`src/rtl/arm_pkg.sv`:
```
// rtl/arm_pkg.sv - shared types and helpers for the pipeline hazard unit
package arm_pkg;

    localparam int MAX_AW  = 8;
    localparam int MAX_SRC = 3;

    typedef logic [MAX_AW-1:0] reg_addr_t;

    localparam reg_addr_t PC_REG = reg_addr_t'(15);

    typedef enum logic [1:0] {
        FWD_RF = 2'b00,
        FWD_W  = 2'b01,
        FWD_M  = 2'b10
    } fwd_sel_t;

    typedef struct packed {
        logic                      valid;
        reg_addr_t                 dst;
        logic                      reg_write;
        logic                      mem_to_reg;
        reg_addr_t [MAX_SRC-1:0]   src;
        logic      [MAX_SRC-1:0]   src_used;
    } hz_entry_t;

    // A producer entry satisfies a consumer source; r15 is never matched.
    function automatic logic hz_match(hz_entry_t p, reg_addr_t src, logic used);
        return p.valid && p.reg_write && used && (p.dst == src) && (src != PC_REG);
    endfunction

endpackage

```
`src/rtl/hazard_scoreboard.sv`:
```
// rtl/hazard_scoreboard.sv - tracking pipe of in-flight instructions, E through W
module hazard_scoreboard
    import arm_pkg::*;
#(
    parameter int MEM_LAT = 1
) (
    input  logic                      clk,
    input  logic                      reset,
    input  logic                      i_load,
    input  hz_entry_t                 i_d_entry,
    output hz_entry_t [MEM_LAT+1:0]   o_pipe
);

    // Index 0 is E, 1..MEM_LAT are M1..M{MEM_LAT}, MEM_LAT+1 is W.
    hz_entry_t [MEM_LAT+1:0] r_pipe;

    always_ff @(posedge clk) begin
        if (reset) begin
            r_pipe <= '0;
        end else begin
            r_pipe[0] <= i_load ? i_d_entry : '0;
            for (int k = 1; k <= MEM_LAT + 1; k++) begin
                r_pipe[k] <= r_pipe[k-1];
            end
        end
    end

    assign o_pipe = r_pipe;

endmodule

```
`src/rtl/hazard_unit.sv`:
```
// rtl/hazard_unit.sv - load-use stall, PC-write flush and operand forwarding control
module hazard_unit
    import arm_pkg::*;
#(
    parameter int REG_AW  = 4,
    parameter int NUM_SRC = 2,
    parameter int MEM_LAT = 1,
    parameter int CNT_W   = 16
) (
    input  logic                        clk,
    input  logic                        reset,
    input  logic                        dec_valid,
    input  logic [NUM_SRC*REG_AW-1:0]   dec_src,
    input  logic [NUM_SRC-1:0]          dec_src_used,
    input  logic [REG_AW-1:0]           dec_dst,
    input  logic                        dec_reg_write,
    input  logic                        dec_mem_to_reg,
    input  logic                        branch_taken_e,
    output logic [2*NUM_SRC-1:0]        fwd_sel,
    output logic                        stall_f,
    output logic                        stall_d,
    output logic                        flush_d,
    output logic                        flush_e,
    output logic [CNT_W-1:0]            stall_cnt,
    output logic [CNT_W-1:0]            flush_cnt
);

    localparam int W_IDX = MEM_LAT + 1;

    hz_entry_t              w_d_entry;
    hz_entry_t [W_IDX:0]    w_pipe;
    logic                   w_ld_stall;
    logic                   w_pc_pend;
    logic                   w_w_pc;
    logic                   w_flush_e_raw;
    logic [2*NUM_SRC-1:0]   w_fwd;
    logic [CNT_W-1:0]       r_stall_cnt;
    logic [CNT_W-1:0]       r_flush_cnt;
    logic                   w_unused;

    always_comb begin
        w_d_entry            = '0;
        w_d_entry.valid      = dec_valid;
        w_d_entry.dst        = reg_addr_t'(dec_dst);
        w_d_entry.reg_write  = dec_reg_write;
        w_d_entry.mem_to_reg = dec_mem_to_reg;
        for (int i = 0; i < NUM_SRC; i++) begin
            w_d_entry.src[i]      = reg_addr_t'(dec_src[i*REG_AW +: REG_AW]);
            w_d_entry.src_used[i] = dec_src_used[i];
        end
    end

    hazard_scoreboard #(
        .MEM_LAT   (MEM_LAT)
    ) u_scoreboard (
        .clk       (clk),
        .reset     (reset),
        .i_load    (dec_valid & ~w_flush_e_raw),
        .i_d_entry (w_d_entry),
        .o_pipe    (w_pipe)
    );

    // Load data is not available until the last M stage, so earlier loads stall D.
    always_comb begin
        w_ld_stall = 1'b0;
        for (int s = 0; s < NUM_SRC; s++) begin
            for (int k = 0; k < MEM_LAT; k++) begin
                if (dec_valid && w_pipe[k].mem_to_reg &&
                    hz_match(w_pipe[k], w_d_entry.src[s], w_d_entry.src_used[s])) begin
                    w_ld_stall = 1'b1;
                end
            end
        end
    end

    always_comb begin
        w_pc_pend = dec_valid && dec_reg_write && (w_d_entry.dst == PC_REG);
        for (int k = 0; k <= MEM_LAT; k++) begin
            if (w_pipe[k].valid && w_pipe[k].reg_write && (w_pipe[k].dst == PC_REG)) begin
                w_pc_pend = 1'b1;
            end
        end
    end

    assign w_w_pc = w_pipe[W_IDX].valid && w_pipe[W_IDX].reg_write &&
                    (w_pipe[W_IDX].dst == PC_REG);

    // A load sitting in M1 is excluded here; ld_stall keeps its consumer out of E.
    always_comb begin
        w_fwd = '0;
        for (int s = 0; s < NUM_SRC; s++) begin
            if (hz_match(w_pipe[1], w_pipe[0].src[s], w_pipe[0].src_used[s]) &&
                !w_pipe[1].mem_to_reg) begin
                w_fwd[2*s +: 2] = FWD_M;
            end else if (hz_match(w_pipe[W_IDX], w_pipe[0].src[s], w_pipe[0].src_used[s])) begin
                w_fwd[2*s +: 2] = FWD_W;
            end
        end
    end

    assign w_flush_e_raw = w_ld_stall | branch_taken_e;

    assign stall_d = ~reset & w_ld_stall;
    assign stall_f = ~reset & (w_ld_stall | w_pc_pend);
    assign flush_e = ~reset & w_flush_e_raw;
    assign flush_d = ~reset & (w_pc_pend | branch_taken_e | w_w_pc);
    assign fwd_sel = reset ? '0 : w_fwd;

    always_ff @(posedge clk) begin
        if (reset) begin
            r_stall_cnt <= '0;
            r_flush_cnt <= '0;
        end else begin
            if (stall_f && (r_stall_cnt != '1)) begin
                r_stall_cnt <= r_stall_cnt + CNT_W'(1);
            end
            if ((flush_d | flush_e) && (r_flush_cnt != '1)) begin
                r_flush_cnt <= r_flush_cnt + CNT_W'(1);
            end
        end
    end

    assign stall_cnt = r_stall_cnt;
    assign flush_cnt = r_flush_cnt;

    // Sources of older entries and padding bits are carried but not consulted.
    assign w_unused = ^w_pipe;

endmodule

```
`config.mk`:
```
export PLATFORM = sky130hd
export DESIGN_NAME = hazard_unit
export DESIGN_NICKNAME = d
export VERILOG_FILES = /design/src/rtl/arm_pkg.sv /design/src/rtl/hazard_scoreboard.sv /design/src/rtl/hazard_unit.sv
export SDC_FILE = /design/constraint.sdc
export NUM_CORES = 1
export LEC_CHECK = 0
export ABC_AREA = 1
export CORE_ASPECT_RATIO = 1.75
export CORE_MARGIN = 2
export CORE_UTILIZATION = 48
export CTS_CLUSTER_DIAMETER = 200
export DETAILED_ROUTE_END_ITERATION = 8
export PLACE_DENSITY = 0.77
export REMOVE_ABC_BUFFERS = 1
export SKIP_LAST_GASP = 1
export SYNTH_ARGS = -nofsm -noshare
export SYNTH_HDL_FRONTEND = slang
export SYNTH_SLANG_ARGS = --single-unit
```
`constraint.sdc`:
```
create_clock -name clk -period 1.5 [get_ports clk]
set_input_delay 0.3 -clock clk [delete_from_list [all_inputs] [get_ports clk]]
set_output_delay 0.3 -clock clk [all_outputs]
set_load 0.02 [all_outputs]
```
==> metrics <==
Final ANT Viol Nets=0; Post-Place Cell Area=0.00463 mm^2; Synth area leaders=dfxtp_1, nand2_1, nor2_1; hold path start=dec_dst[2]; kind of critical path=reg -> out; crit path capture type=output pin; Worst VDD drop=956 uV; Avg Vias per Cell=5.66; r2r setup slk=-0.48 ns; CP Launch Type=register; Final WS setup=-0.563 ns; area of the core=0.00681 mm^2; Yosys top cell by area=dfxtp_1; Cells after Synth=483; final core occ=86.6%; clock skew=0.00725 ns; final setup vio count=57; # DRC=0; DIE HEIGHT=115 um; RSZ-0062 raised after global routing=yes; Final Power=0.00468 W; number of global-route vias before repair=4223; multi-input logic area=0.00239 mm^2; worst slew pin tran=0.391 ns; fmax=0.485 GHz; crit-path max FO=3; total number of yosys warnings=0; Seq/Total Area, Yosys=37.0%; n_diodes=0; initial antenna violation count=0; Critical Path AT=1.76 ns; final worst path period share=138%; max-slew violations=0; CTS tree=done; Mapped Avg Cell Area=6.95 um^2; Worst-path clk slew=0.05 ns; Clock Latency Late Sink=0.34 ns; count of buffers from port buffering=59; DRT iter0 DRCs=320; Yosys reg bits=62; hold depth=3; Max Buffers Root-to-Sink=2; CTS root buf=clkbuf_16; die width=67.2 um; hold endpoint=u_scoreboard.o_pipe[31]$_SDFF_PP0_; first-pass GRT wire length=19500 um; fillers=308; cell area power density=794 mW/mm^2; Hold Crit Class=in -> reg; leakage power=2.73 nW; final wirelength=14000 um; Clock H-tree levels=3; Initial Util=49.3%; status=finished with violations; Reg area=0.00127 mm^2; Final GP Congestion=0.910; HPWL after detailed placement=6910 um; R2R Path End=stall_cnt[14]$_SDFFE_PP0P_; drt pass-1 iters=5; Layout Area Growth over Synthesis=75.7%; crit path time final=2.06 ns; CP max-delay cell=dfxtp_2; pin count of the biggest net entering global routing=23; # IOs=60; CP startpoint=u_scoreboard.o_pipe[68]$_SDFF_PP0_; Critical Path, Cell by Cell=buf_4 > nand2_1 > a21oi_2 > nand3_2 > nor4_4 > inv_1 > nor2_2 > buf_6; GR Overflow Total=0; relative slew slack=73.8%; gr usage total=33.9%; CP max stage delay=0.35 ns; WL per Instance=19.0 um; Post-Syn Area=0.00336 mm^2; R2R cell count=12; Top delay family on crit path=simple AND/OR/NAND/NOR gates; routed vias=4163; die area=0.00770 mm^2; final hold violation count=0; clk sinks=62; total CTS buffers=9; RR Startpoint=u_scoreboard.o_pipe[37]$_SDFF_PP0_; Setup TNS=-17.48 ns; post-synth cell types=34; Final nets=669; violated checks=negative setup slack; post-synth top area share=37.0%; Hold Slack=0.329 ns; Max Cap Viol=0; layout cells sized above 1=48.0%; CP required=1.20 ns; fin area=0.00590 mm^2; CP bufs+invs=3; row cnt=40
==> sequential cells by signal, indices dropped and copies added (netlist names) <==
register	cells
flush_cnt	16
stall_cnt	16
u_scoreboard.o_pipe	30
==> worst max-delay path by stage <==
stage,endpoint,slack (ns),cells past startpoint
after floorplan,fwd_sel[0],-0.46,3
after global placement,stall_f,-0.99,10
after detailed placement,stall_f,-1.01,10
after CTS,fwd_sel[1],-0.53,7
after global routing,fwd_sel[1],-0.63,8
final,fwd_sel[1],-0.56,8
==> cells in the final DEF, fill, tap and decap left out, types with 21 or more instances in the layout <==
cell type,Yosys,layout
nand2_1,91,55
nand2_2,12,24
nor2_1,74,57
nand4_1,21,21
buf_6,2,22
a21oi_2,18,30
dfxtp_1,62,47
buf_4,0,87
dlygate4sd2_1,0,43
nand2_4,0,23
inv_1,73,54
==> what timing repair did <==
action                     CTS  global route
gates resized for setup    206           116
buffers inserted            12             8
cloned                       4             1
pin swaps                   42            42
setup endpoints to repair   89            61
hold buffers                 0             0
==> worst register-to-register path: cells and delay by family, from the launching register on <==
family	cells	cell delay [ns]
compound gates	1	0.06
buf+inv	3	0.46
flops	1	0.37
simple gates	8	0.95
==> Yosys cell counts, drive strengths merged <==
| library cell | n |
|---|---|
| xnor2 | 12 |
| a21oi | 32 |
| ha | 2 |
| buf | 9 |
| o22ai | 1 |
| nand4 | 23 |
| nor3 | 10 |
| nand3b | 3 |
| xor2 | 10 |
| or2 | 3 |
| a31oi | 1 |
| o21ai | 7 |
| nor4 | 4 |
| a221oi | 1 |
| a2111oi | 1 |
| clkbuf | 5 |
| dfxtp | 62 |
| nor2 | 75 |
| nand3 | 43 |
| nand2 | 103 |
| inv | 76 |
==> where the power goes <==
group | switching (W) | internal [W] | total (W)
clock network | 0.000756 | 0.00171 | 0.00247
registers | 0.0000313 | 0.00167 | 0.00170
logic | 0.000284 | 0.000227 | 0.000511
==> routing by layer <==
metal	routed length, um	track usage (%)	share of wire (%)
met2	7430	61.3	53
met4	816	23.8	5.8
met5	0	0	0
met3	862	8.36	6.2
met1	4890	31.6	35
==> through the flow <==
stage / setup WS [ns] / std cells
finish: -0.563 / 736
global route: -0.627 / 736
CTS: -0.532 / 729
detailed placement: -1.01 / 697
global placement: -0.987 / 697
floorplan: -0.464 / 469
==> final cells by class <==
| cell class | instances | area share, % |
|---|---|---|
| Clock buffer | 13 | 4.41 |
| Clock inverter | 3 | 1.53 |
| Inverter | 76 | 5.01 |
| Multi-Input combinational cell | 331 | 40.5 |
| Sequential cell | 62 | 21.6 |
| Tap cell | 84 | 1.78 |
| Timing Repair Buffer | 167 | 25.1 |
==> cells by family (layout without fill, tap and decap cells) <==
kind of cell               count (synthesis)  after routing  share of synthesized area [%]
AOI/OAI and AO/OA                         43             43                           8.72
xor gates and xnor gates                  22             22                           5.74
adders and majority gates                  2              2                          0.745
buffers and inverters                     90            259                           11.0
DFF                                       62             62                           37.0
and+or+nand+nor                          264            264                           36.8
Note: power is estimated with default switching activity, not from simulation.
